## src/rtl/usbf_function_ctrl.sv

```systemverilog
// Wishbone master that initialises a usbf function core after reset and then
// services its interrupt lines by reading INT_SRC (and EP0_INT when flagged).
module usbf_function_ctrl #(
    parameter int unsigned ADDR_W      = 18,
    parameter logic [31:0] FA_VAL      = 32'h0000_0000,
    parameter logic [31:0] INT_MSK_VAL = 32'h01FF_01FF
) (
    input  logic              clk_i,
    input  logic              rst_i,
    output logic [ADDR_W-1:0] wb_addr_o,
    output logic [31:0]       wb_data_o,
    input  logic [31:0]       wb_data_i,
    input  logic              wb_ack_i,
    output logic              wb_we_o,
    output logic              wb_stb_o,
    output logic              wb_cyc_o,
    input  logic              inta_i,
    input  logic              intb_i
);

    localparam logic [ADDR_W-1:0] ADDR_FA      = ADDR_W'(32'h04);
    localparam logic [ADDR_W-1:0] ADDR_INT_MSK = ADDR_W'(32'h08);
    localparam logic [ADDR_W-1:0] ADDR_INT_SRC = ADDR_W'(32'h0C);
    localparam logic [ADDR_W-1:0] ADDR_EP0_INT = ADDR_W'(32'h44);

    typedef enum logic [3:0] {
        ST_INIT0_ISS,
        ST_INIT0_GAP,
        ST_INIT1_ISS,
        ST_INIT1_GAP,
        ST_IDLE,
        ST_SRC_ISS,
        ST_SRC_GAP,
        ST_EP0_ISS,
        ST_EP0_GAP
    } state_e;

    state_e            state_q, state_d;
    logic [31:0]       int_src_q, int_src_d;
    logic [ADDR_W-1:0] addr_q, addr_d;
    logic [31:0]       data_q, data_d;
    logic              we_q, we_d;
    logic              cyc_q, cyc_d;
    logic              acked;
    logic              unused_int_src;

    // An ack only counts while our own cycle is on the bus.
    assign acked = cyc_q & wb_ack_i;

    // Only bit 0 (EP0 pending) steers the sequence; the rest is captured for visibility.
    assign unused_int_src = ^int_src_q[31:1];

    always_ff @(posedge clk_i) begin
        if (rst_i) begin
            state_q   <= ST_INIT0_ISS;
            int_src_q <= 32'h0;
            addr_q    <= '0;
            data_q    <= 32'h0;
            we_q      <= 1'b0;
            cyc_q     <= 1'b0;
        end else begin
            state_q   <= state_d;
            int_src_q <= int_src_d;
            addr_q    <= addr_d;
            data_q    <= data_d;
            we_q      <= we_d;
            cyc_q     <= cyc_d;
        end
    end

    always_comb begin
        state_d   = state_q;
        int_src_d = int_src_q;
        unique case (state_q)
            ST_INIT0_ISS: if (acked) state_d = ST_INIT0_GAP;
            ST_INIT0_GAP: state_d = ST_INIT1_ISS;
            ST_INIT1_ISS: if (acked) state_d = ST_INIT1_GAP;
            ST_INIT1_GAP: state_d = ST_IDLE;
            ST_IDLE:      if (inta_i | intb_i) state_d = ST_SRC_ISS;
            ST_SRC_ISS: begin
                if (acked) begin
                    state_d   = ST_SRC_GAP;
                    int_src_d = wb_data_i;
                end
            end
            ST_SRC_GAP:   state_d = int_src_q[0] ? ST_EP0_ISS : ST_IDLE;
            ST_EP0_ISS:   if (acked) state_d = ST_EP0_GAP;
            ST_EP0_GAP:   state_d = ST_IDLE;
            default:      state_d = ST_INIT0_ISS;
        endcase
    end

    // Bus outputs are decoded from the next state so they register alongside it.
    always_comb begin
        addr_d = '0;
        data_d = 32'h0;
        we_d   = 1'b0;
        cyc_d  = 1'b0;
        unique case (state_d)
            ST_INIT0_ISS: begin
                addr_d = ADDR_FA;
                data_d = FA_VAL;
                we_d   = 1'b1;
                cyc_d  = 1'b1;
            end
            ST_INIT1_ISS: begin
                addr_d = ADDR_INT_MSK;
                data_d = INT_MSK_VAL;
                we_d   = 1'b1;
                cyc_d  = 1'b1;
            end
            ST_SRC_ISS: begin
                addr_d = ADDR_INT_SRC;
                cyc_d  = 1'b1;
            end
            ST_EP0_ISS: begin
                addr_d = ADDR_EP0_INT;
                cyc_d  = 1'b1;
            end
            default: begin
                addr_d = '0;
                cyc_d  = 1'b0;
            end
        endcase
    end

    assign wb_addr_o = addr_q;
    assign wb_data_o = data_q;
    assign wb_we_o   = we_q;
    assign wb_stb_o  = cyc_q;
    assign wb_cyc_o  = cyc_q;

endmodule

```

## config.mk

```make
export PLATFORM = sky130hd
export DESIGN_NAME = usbf_function_ctrl
export DESIGN_NICKNAME = d
export VERILOG_FILES = /design/src/rtl/usbf_function_ctrl.sv
export SDC_FILE = /design/constraint.sdc
export NUM_CORES = 1
export LEC_CHECK = 0
export CAP_MARGIN = 30
export CORE_MARGIN = 10
export CORE_UTILIZATION = 65
export DETAILED_ROUTE_END_ITERATION = 8
export DONT_BUFFER_PORTS = 1
export PLACE_DENSITY_LB_ADDON = 0.2
export SLEW_MARGIN = 20
export SYNTH_ARGS = -nofsm -noshare
export SYNTH_HDL_FRONTEND = slang
export SYNTH_SLANG_ARGS = --single-unit
```

## constraint.sdc

```tcl
create_clock -name clk_i -period 4.7 [get_ports clk_i]
set_clock_uncertainty 0.15 [all_clocks]
set_input_delay 0.705 -clock clk_i [delete_from_list [all_inputs] [get_ports clk_i]]
set_output_delay 0.705 -clock clk_i [all_outputs]
set_load 0.02 [all_outputs]
```

* After elaboration in Yosys (flattened, before gate mapping)
Index checks and enable logic that the tools add are counted.
** Word-level totals
- Register bits after elaboration :: 57
- Bits of input ports :: 37
- Logic and storage cells :: 36
** Cells by class
- Mux-type cells :: 11
- Reduce and logical (&&, ||, !) cells :: 6
- Equality and inequality tests :: 11
- Bitwise logic cells :: 2
** Operators by type and width (number)
- $pmux 4 s8 :: 1
- $pmux 7 s4 :: 1
- $mux 25 :: 1
- $eq 4x3->1 const B :: 6
- $mux 4 :: 5
- $eq 4x2->1 const B :: 3
- $logic_not 4->1 :: 2
- $eq 4x1->1 const B :: 1
- $eq 4x4->1 const B :: 1
- $reduce_or 2->1 :: 2
- $reduce_or 4->1 :: 1
- $mux 1 :: 2
- $mux 2 :: 1
- $reduce_and 2->1 :: 1
- $and 1x1->1 :: 1
- $or 1x1->1 :: 1

* Depth between registers and ports, before layout
Gate-level depths: netlist of run 1.
- Depth after elaboration :: 6
- Gate-level depth with buffers :: 5
- Mapped depth without buffers :: 4

* Least setup slack after synthesis of run 1
Ideal clock, no wire load.
- Path kind :: input-to-reg
- Start point :: in wb_ack_i
- End point :: reg addr_q[3] (netlist: wb_addr_o[3])
- Path buffers :: 0
- Path slack :: 2.792 ns
- Arrival time :: 1.637 ns
- Library setup time :: 0.121 ns
- Stages on the path :: 4
- Data required time :: 4.429 ns
- Cells stage by stage :: a21bo_1 and3_4 nor4_4 mux2_4
** Between the ends
- Word-level cells in the longest chain between the ends :: 5
- Elaborated cells between the ends (all ways) :: 11
- Classes of those cells :: 3 x eq/ne; 6 x mux; 1 x bitwise; 1 x reduce/logical
** Ends and longest elaborated chain
- start, declared :: line 13 : input logic wb_ack_i,
- $and 1x1->1 (*) :: line 48 : assign acked = cyc_q & wb_ack_i;
- $mux 4 (on tied branches)
- $pmux 4 s8 (*) :: line 74 : unique case (state_q)
- $eq 4x3->1 (tied with other cells) :: line 99 : unique case (state_d)
- $pmux 7 s4 (*) :: line 99
- end signal, assigned :: line 64 : addr_q <= addr_d;
- end, declared :: line 40 : logic [ADDR_W-1:0] addr_q, addr_d;
Every way passes the cells marked *; elsewhere a longest branch is shown, timed or not.
A chain may end at the register's enable or synchronous reset.

==> summary.txt, run 1 <==
Pwr
  – Clk network pwr share: a little under a quarter
  – Power share of the combinational group: about 22%
  – Int Pwr: ~0.16 mW
  – Leak: 0.285 nW
  – Sw power: roughly 0.12 mW
  – VDD IR max: between 200 and 250 µV
  – Sw frac: between 40 and 50%
  – Tot Pwr: ~0.28 mW
  – Power per Cell Area: 419 nW/µm²
  – Seq pwr share: between 50% and 60%

CTS
  – CTS root buffer: clkbuf_4
  – Clock Latency Late Sink: between 200 and 300 ps
  – TritonCTS Buffers: 3
  – Clk sinks: 11
  – Clock-pin slew on the worst setup and hold paths: about 70 ps
  – Post-CTS Setup Inserts: 0
  – Post-cts resize count: 0
  – CTS tree: yes
  – CTS max path bufs: 2
  – H-tree levels: 1
  – Hold Buf Count CTS: 0

Setup path
  – Critical path arrival: 1300 ps
  – Levels on crit path: 0
  – Critical path class: register to primary output
  – Req. time, crit path: roughly 3900 ps
  – Critical Path Start Type: register
  – Crit path max fanout: 18
  – Endpoint class of the critical path: primary output
  – FF-to-FF path depth: 4

Layout
  – Final Cell Area: 668 µm²
  – Register area: around 220 µm²
  – Core Util, Final: between 50% and 60%
  – Ant diodes: 0
  – Fillers: 123
  – Multi-input gate area: around 400 µm²
  – Most common cell after layout, fill and taps aside: conb_1
  – Synthesis-to-layout area growth: -25.6%
  – Most frequent cells in the layout: conb_1, dfxtp_1, nor2_1, a21oi_1
  – Nets: 122
  – Share of cells above drive strength 1: a little under an eighth
  – Non-Filler Instances: between 90 and 100

STA
  – Slew Viols, Final: 0
  – Final Critical Period: ~2200 ps
  – Setup-failing EPs final: 0
  – Hold slack: around 350 ps
  – Final Worst Setup Slack: around 2500 ps
  – Fin crit share: between 40% and 50%
  – Worst-Margin Slew: just over 1000 ps
  – Maximum clock rate: roughly 460 MHz
  – Relative slew slack: ~33%
  – RSZ-0062 raised after global routing: false
  – Fin. Hold Viols: 0
  – Setup_tns: 0 ps

GRT
  – Grt total ovfl: 0
  – Initial antenna violation count: 0
  – Largest net degree at the start of global routing: 19
  – First-pass GRT wire length: about 2.2 mm
  – Overall global routing resource usage: slightly above 8%
  – Vias in the first global route: between 400 and 500

Routing
  – Initial DRT Pass Iterations: 4
  – Number of remaining DRC errors: 0
  – DRC marker count from the first detailed-route iteration: 7
  – Vias: 460
  – Total routed wirelength: about 1.4 mm
  – Final ANT Viol Nets: 0
  – Vias/cell: 4.65
  – DR WL/cell: 14.5 µm

Floorplanning
  – Core area: approximately 1300 µm²
  – FP Rows: 13
  – Initial Utilization: between 60% and 70%
  – Die extent in y: about 57 µm
  – Io pins: 90
  – Die width: 57.2 µm
  – Full die area: between 3000 and 4000 µm²

Placement
  – Pre-CTS setup slack: 2700 ps
  – HPWL after DPL: 1.18 mm
  – Port bufs: 0
  – Placed cell count: between 90 and 100
  – Cell area after placement: 642 µm²
  – Final GP Congestion: between 0.7 and 0.8

Synth
  – Async S/R FF share, synth: 0%
  – Yosys reg bits: 11
  – Synth Instances: between 100 and 150
  – Mapped cell area: between 800 and 900 µm²
  – Top FF cell, synth: dfxtp_1
  – Syn. warnings: 0
  – Syn_area_per_cell: just under 9 µm²
  – Register area share after synthesis: 24.5%
  – Netlist cell types: 30
  – Number of synthesized flops with an enable pin: 0

Hold path
  – Hold depth: 1
  – Hold crit path type: input port to register

Status
  – Outcome: complete, no violations

Job
  – Max-Cap Viols: 0
## logic make-up (layout without fill, tap and decap cells)
group | Yosys count | after routing | synth area share, %
mux | 4 | 4 | 5.01
other cells | 1 | 29 | 0.417
buf+inv | 52 | 5 | 43.2
simple gates | 22 | 22 | 16.9
compound gates | 13 | 13 | 10.0
flops | 11 | 11 | 24.5
## power groups by stage
stage | clock network (mW) | registers, mW | logic [mW]
after CTS | 0.0661 | 0.155 | 0.0595
after floorplan | 0 | 0.124 | 0.131
final | 0.0649 | 0.154 | 0.0606
after detailed placement | 0 | 0.157 | 0.0592
after global placement | 0 | 0.157 | 0.0587
after global routing | 0.0696 | 0.158 | 0.0662
## cell usage after synthesis, drive strengths merged, types with 2 or more instances
cell | n | share of area (%)
nor2b | 2 | 1.4
mux2i | 3 | 3.3
and2 | 3 | 2.1
a21oi | 5 | 2.8
buf | 50 | 42
nor2 | 5 | 2.1
a211oi | 2 | 1.7
o21ai | 2 | 1.1
dfxtp | 11 | 25
o31ai | 2 | 1.7
## layer usage
metal | GRT usage, % | vias to the layer above | part of all wire [%] | routed length [µm]
met3 | 5.31 | 2 | 12 | 177
li1 | - | 228 | - | -
met2 | 13.2 | 38 | 51 | 732
met5 | 0 | - | 0 | 0
met1 | 8.10 | 192 | 36 | 519
met4 | 4.03 | 0 | 0.56 | 8
## worst paths after layout
path	start	endpoint	slack, ps
max	wb_data_o[23]	wb_data_o[6]	2540
min	rst_i	state_q[2]	350
max reg2reg	wb_cyc_o	wb_addr_o[3]	2810
min reg2reg	int_src_q[0]	int_src_q[0]	390
## state kept, by name, indices dropped and copies added (netlist names)
register,cells
wb_data_o,1
wb_addr_o,3
wb_cyc_o,1
wb_we_o,1
int_src_q,1
state_q,4
## area by class of cell
cell class | count | area share [%]
Clock buffer | 4 | 3.93
Sequential cell | 11 | 33.5
Inverter | 1 | 0.562
Multi-Input combinational cell | 68 | 59.2
Tap cell | 15 | 2.81
Power figures use the tool's default switching activity.
==> inputs of run 2 (changes only) <==
--- a/config.mk
+++ b/config.mk
@@ -7,7 +7,7 @@
 export LEC_CHECK = 0
 export CAP_MARGIN = 30
 export CORE_MARGIN = 10
-export CORE_UTILIZATION = 65
+export CORE_UTILIZATION = 61
 export DETAILED_ROUTE_END_ITERATION = 8
 export DONT_BUFFER_PORTS = 1
 export PLACE_DENSITY_LB_ADDON = 0.2
==> constraint.sdc (replaced) <==
create_clock -name clk_i -period 2.2 [get_ports clk_i]
set_clock_uncertainty 0.15 [all_clocks]
set_input_delay 0.33 -clock clk_i [delete_from_list [all_inputs] [get_ports clk_i]]
set_output_delay 0.33 -clock clk_i [all_outputs]
set_load 0.02 [all_outputs]
==> summary.txt, run 2 (same netlist as run 1, synthesis figures left out) <==
Status
  – Outcome: complete, no violations

Setup path
  – Critical Path Start Type: register
  – Slowest CP cell: dfxtp_1
  – Worst path max stage delay: ~490 ps
  – FF-to-FF setup slack: 340 ps (-2470 ps)
  – Critical path arrival: 1870 ps (+570 ps)
  – Crit path max fanout: 9 (-9)
  – CP cell instances: a21bo_1 > and3_4 > nor4_4 > mux2_4
  – Endpoint class of the critical path: register
  – Critical path class: register to register
  – Req. time, crit path: 2210 ps (-1640 ps)

Layout
  – Synthesis-to-layout area growth: -20.6%
  – Max FFs per register: 4 (unchanged)
  – Final Cell Area: 713 µm² (+6.7%)
  – Share of cells above drive strength 1: 14.8% (+2.9 points)
  – Most common cell after layout, fill and taps aside: conb_1
  – Most frequent cells in the layout: conb_1, dfxtp_1, nor2_1, a21oi_1
  – Ant diodes: 0 (unchanged)
  – Nets: 126 (+3.3%)
  – Reg with most FFs: state_q

CTS
  – Clock-pin slew on the worst setup and hold paths: 70 ps (about the same)
  – Post-cts resize count: 0 (unchanged)
  – Post-CTS Setup Inserts: 0 (unchanged)
  – CTS tree: yes
  – Clock Latency Late Sink: 270 ps (about the same)
  – CTS max path bufs: 2 (unchanged)
  – Clk sinks: 11 (unchanged)
  – TritonCTS Buffers: 3 (unchanged)
  – CTS root buffer: clkbuf_4
  – Hold Buf Count CTS: 1 (+1)
  – H-tree levels: 1 (unchanged)

STA
  – Final Critical Period: roughly 1900 ps
  – RSZ-0062 raised after global routing: false
  – Fin. Hold Viols: 0 (unchanged)
  – Setup-failing EPs final: 0 (unchanged)
  – Fin crit share: 84.6%
  – Slew Viols, Final: 0 (unchanged)
  – Setup_tns: 0 ps (unchanged)
  – Maximum clock rate: 537 MHz
  – Hold slack: 10.6 ps (-336 ps)

Routing
  – Vias: 481 (+4.6%)
  – Initial DRT Pass Iterations: 3 (-1)
  – DR WL/cell: 15.2 µm (+4.9%)
  – Total routed wirelength: 1.57 mm (+9.2%)
  – Final ANT Viol Nets: 0 (unchanged)
  – Vias/cell: 4.67 (+0.50%)
  – DRC marker count from the first detailed-route iteration: 10 (+3)
  – Number of remaining DRC errors: 0 (unchanged)

Pwr
  – Leak: 0.308 nW (+8.0%)
  – Power per Cell Area: 872 nW/µm² (+110%)
  – VDD IR max: 474 µV (+110%)

Floorplanning
  – Initial Utilization: 66.5% (-2.5 points)
  – Die extent in y: 58.4 µm (+2.1%)
  – Core area: 1350 µm² (+3.7%)
  – Full die area: 3410 µm² (+4.2%)
  – FP Rows: 13 (unchanged)
  – Die width: 58.4 µm (+2.1%)
  – Io pins: 90 (unchanged)

GRT
  – Vias in the first global route: 482 (+12%)
  – Largest net degree at the start of global routing: 12 (-7)
  – Overall global routing resource usage: 9.08% (+0.85 points)
  – Grt total ovfl: 0 (unchanged)
  – Initial antenna violation count: 0 (unchanged)
  – First-pass GRT wire length: 2.46 mm (+12%)

Hold path
  – Hold crit path type: input port to register

Placement
  – Port bufs: 0 (unchanged)
  – Final GP Congestion: 0.786 (-1.5%)
  – Cell area after placement: 677 µm² (+5.5%)

Job
  – Max-Cap Viols: 0 (unchanged)
run 2: metal layers:
metal  GRT usage [%]  wire length, µm
met2            14.7              753
met1            8.96              539
met3            6.44              256
met5               0                0
met4            3.02               20
run 2: final timing paths:
kind / start / to / depth (start not counted)
worst max-delay path: state_q[2] / wb_addr_o[3] / 4
worst min-delay path: rst_i / wb_addr_o[2] / 1
worst max register to register: state_q[2] / wb_addr_o[3] / 4
worst min register to register: int_src_q[0] / int_src_q[0] / 2
run 2: per-stage QoR:
step           power (mW)  worst slack, ps  utilization, %  cells
2_1_floorplan       0.545              539               -    131
4_1_cts             0.623              343            52.8    103
6_report            0.622              338            52.8    103
3_3_place_gp        0.479              371            50.1     98
5_1_grt             0.661              281            52.8    103
3_5_place_dp        0.480              362            50.1     98
run 2: area by class of cell:
cell class | count | area, µm²
clock buffers | 4 | 26.3
repair buffers | 4 | 45.0
well taps | 15 | 18.8
inverters | 1 | 3.75
flip-flops and latches | 11 | 224
multi-input cells | 68 | 395
fillers | 128 | 637
run 2: where the power goes:
part           switching, mW  internal (mW)  leakage [nW]
clock network         0.0695         0.0703        0.0150
logic                  0.156         0.0604         0.202
registers             0.0429          0.223        0.0909
run 2: critical path, delay by kind of cell, from the launching register on:
family	cells	cell delay (ps)
flops	1	490
simple gates	2	520
mux	1	330
compound gates	1	260
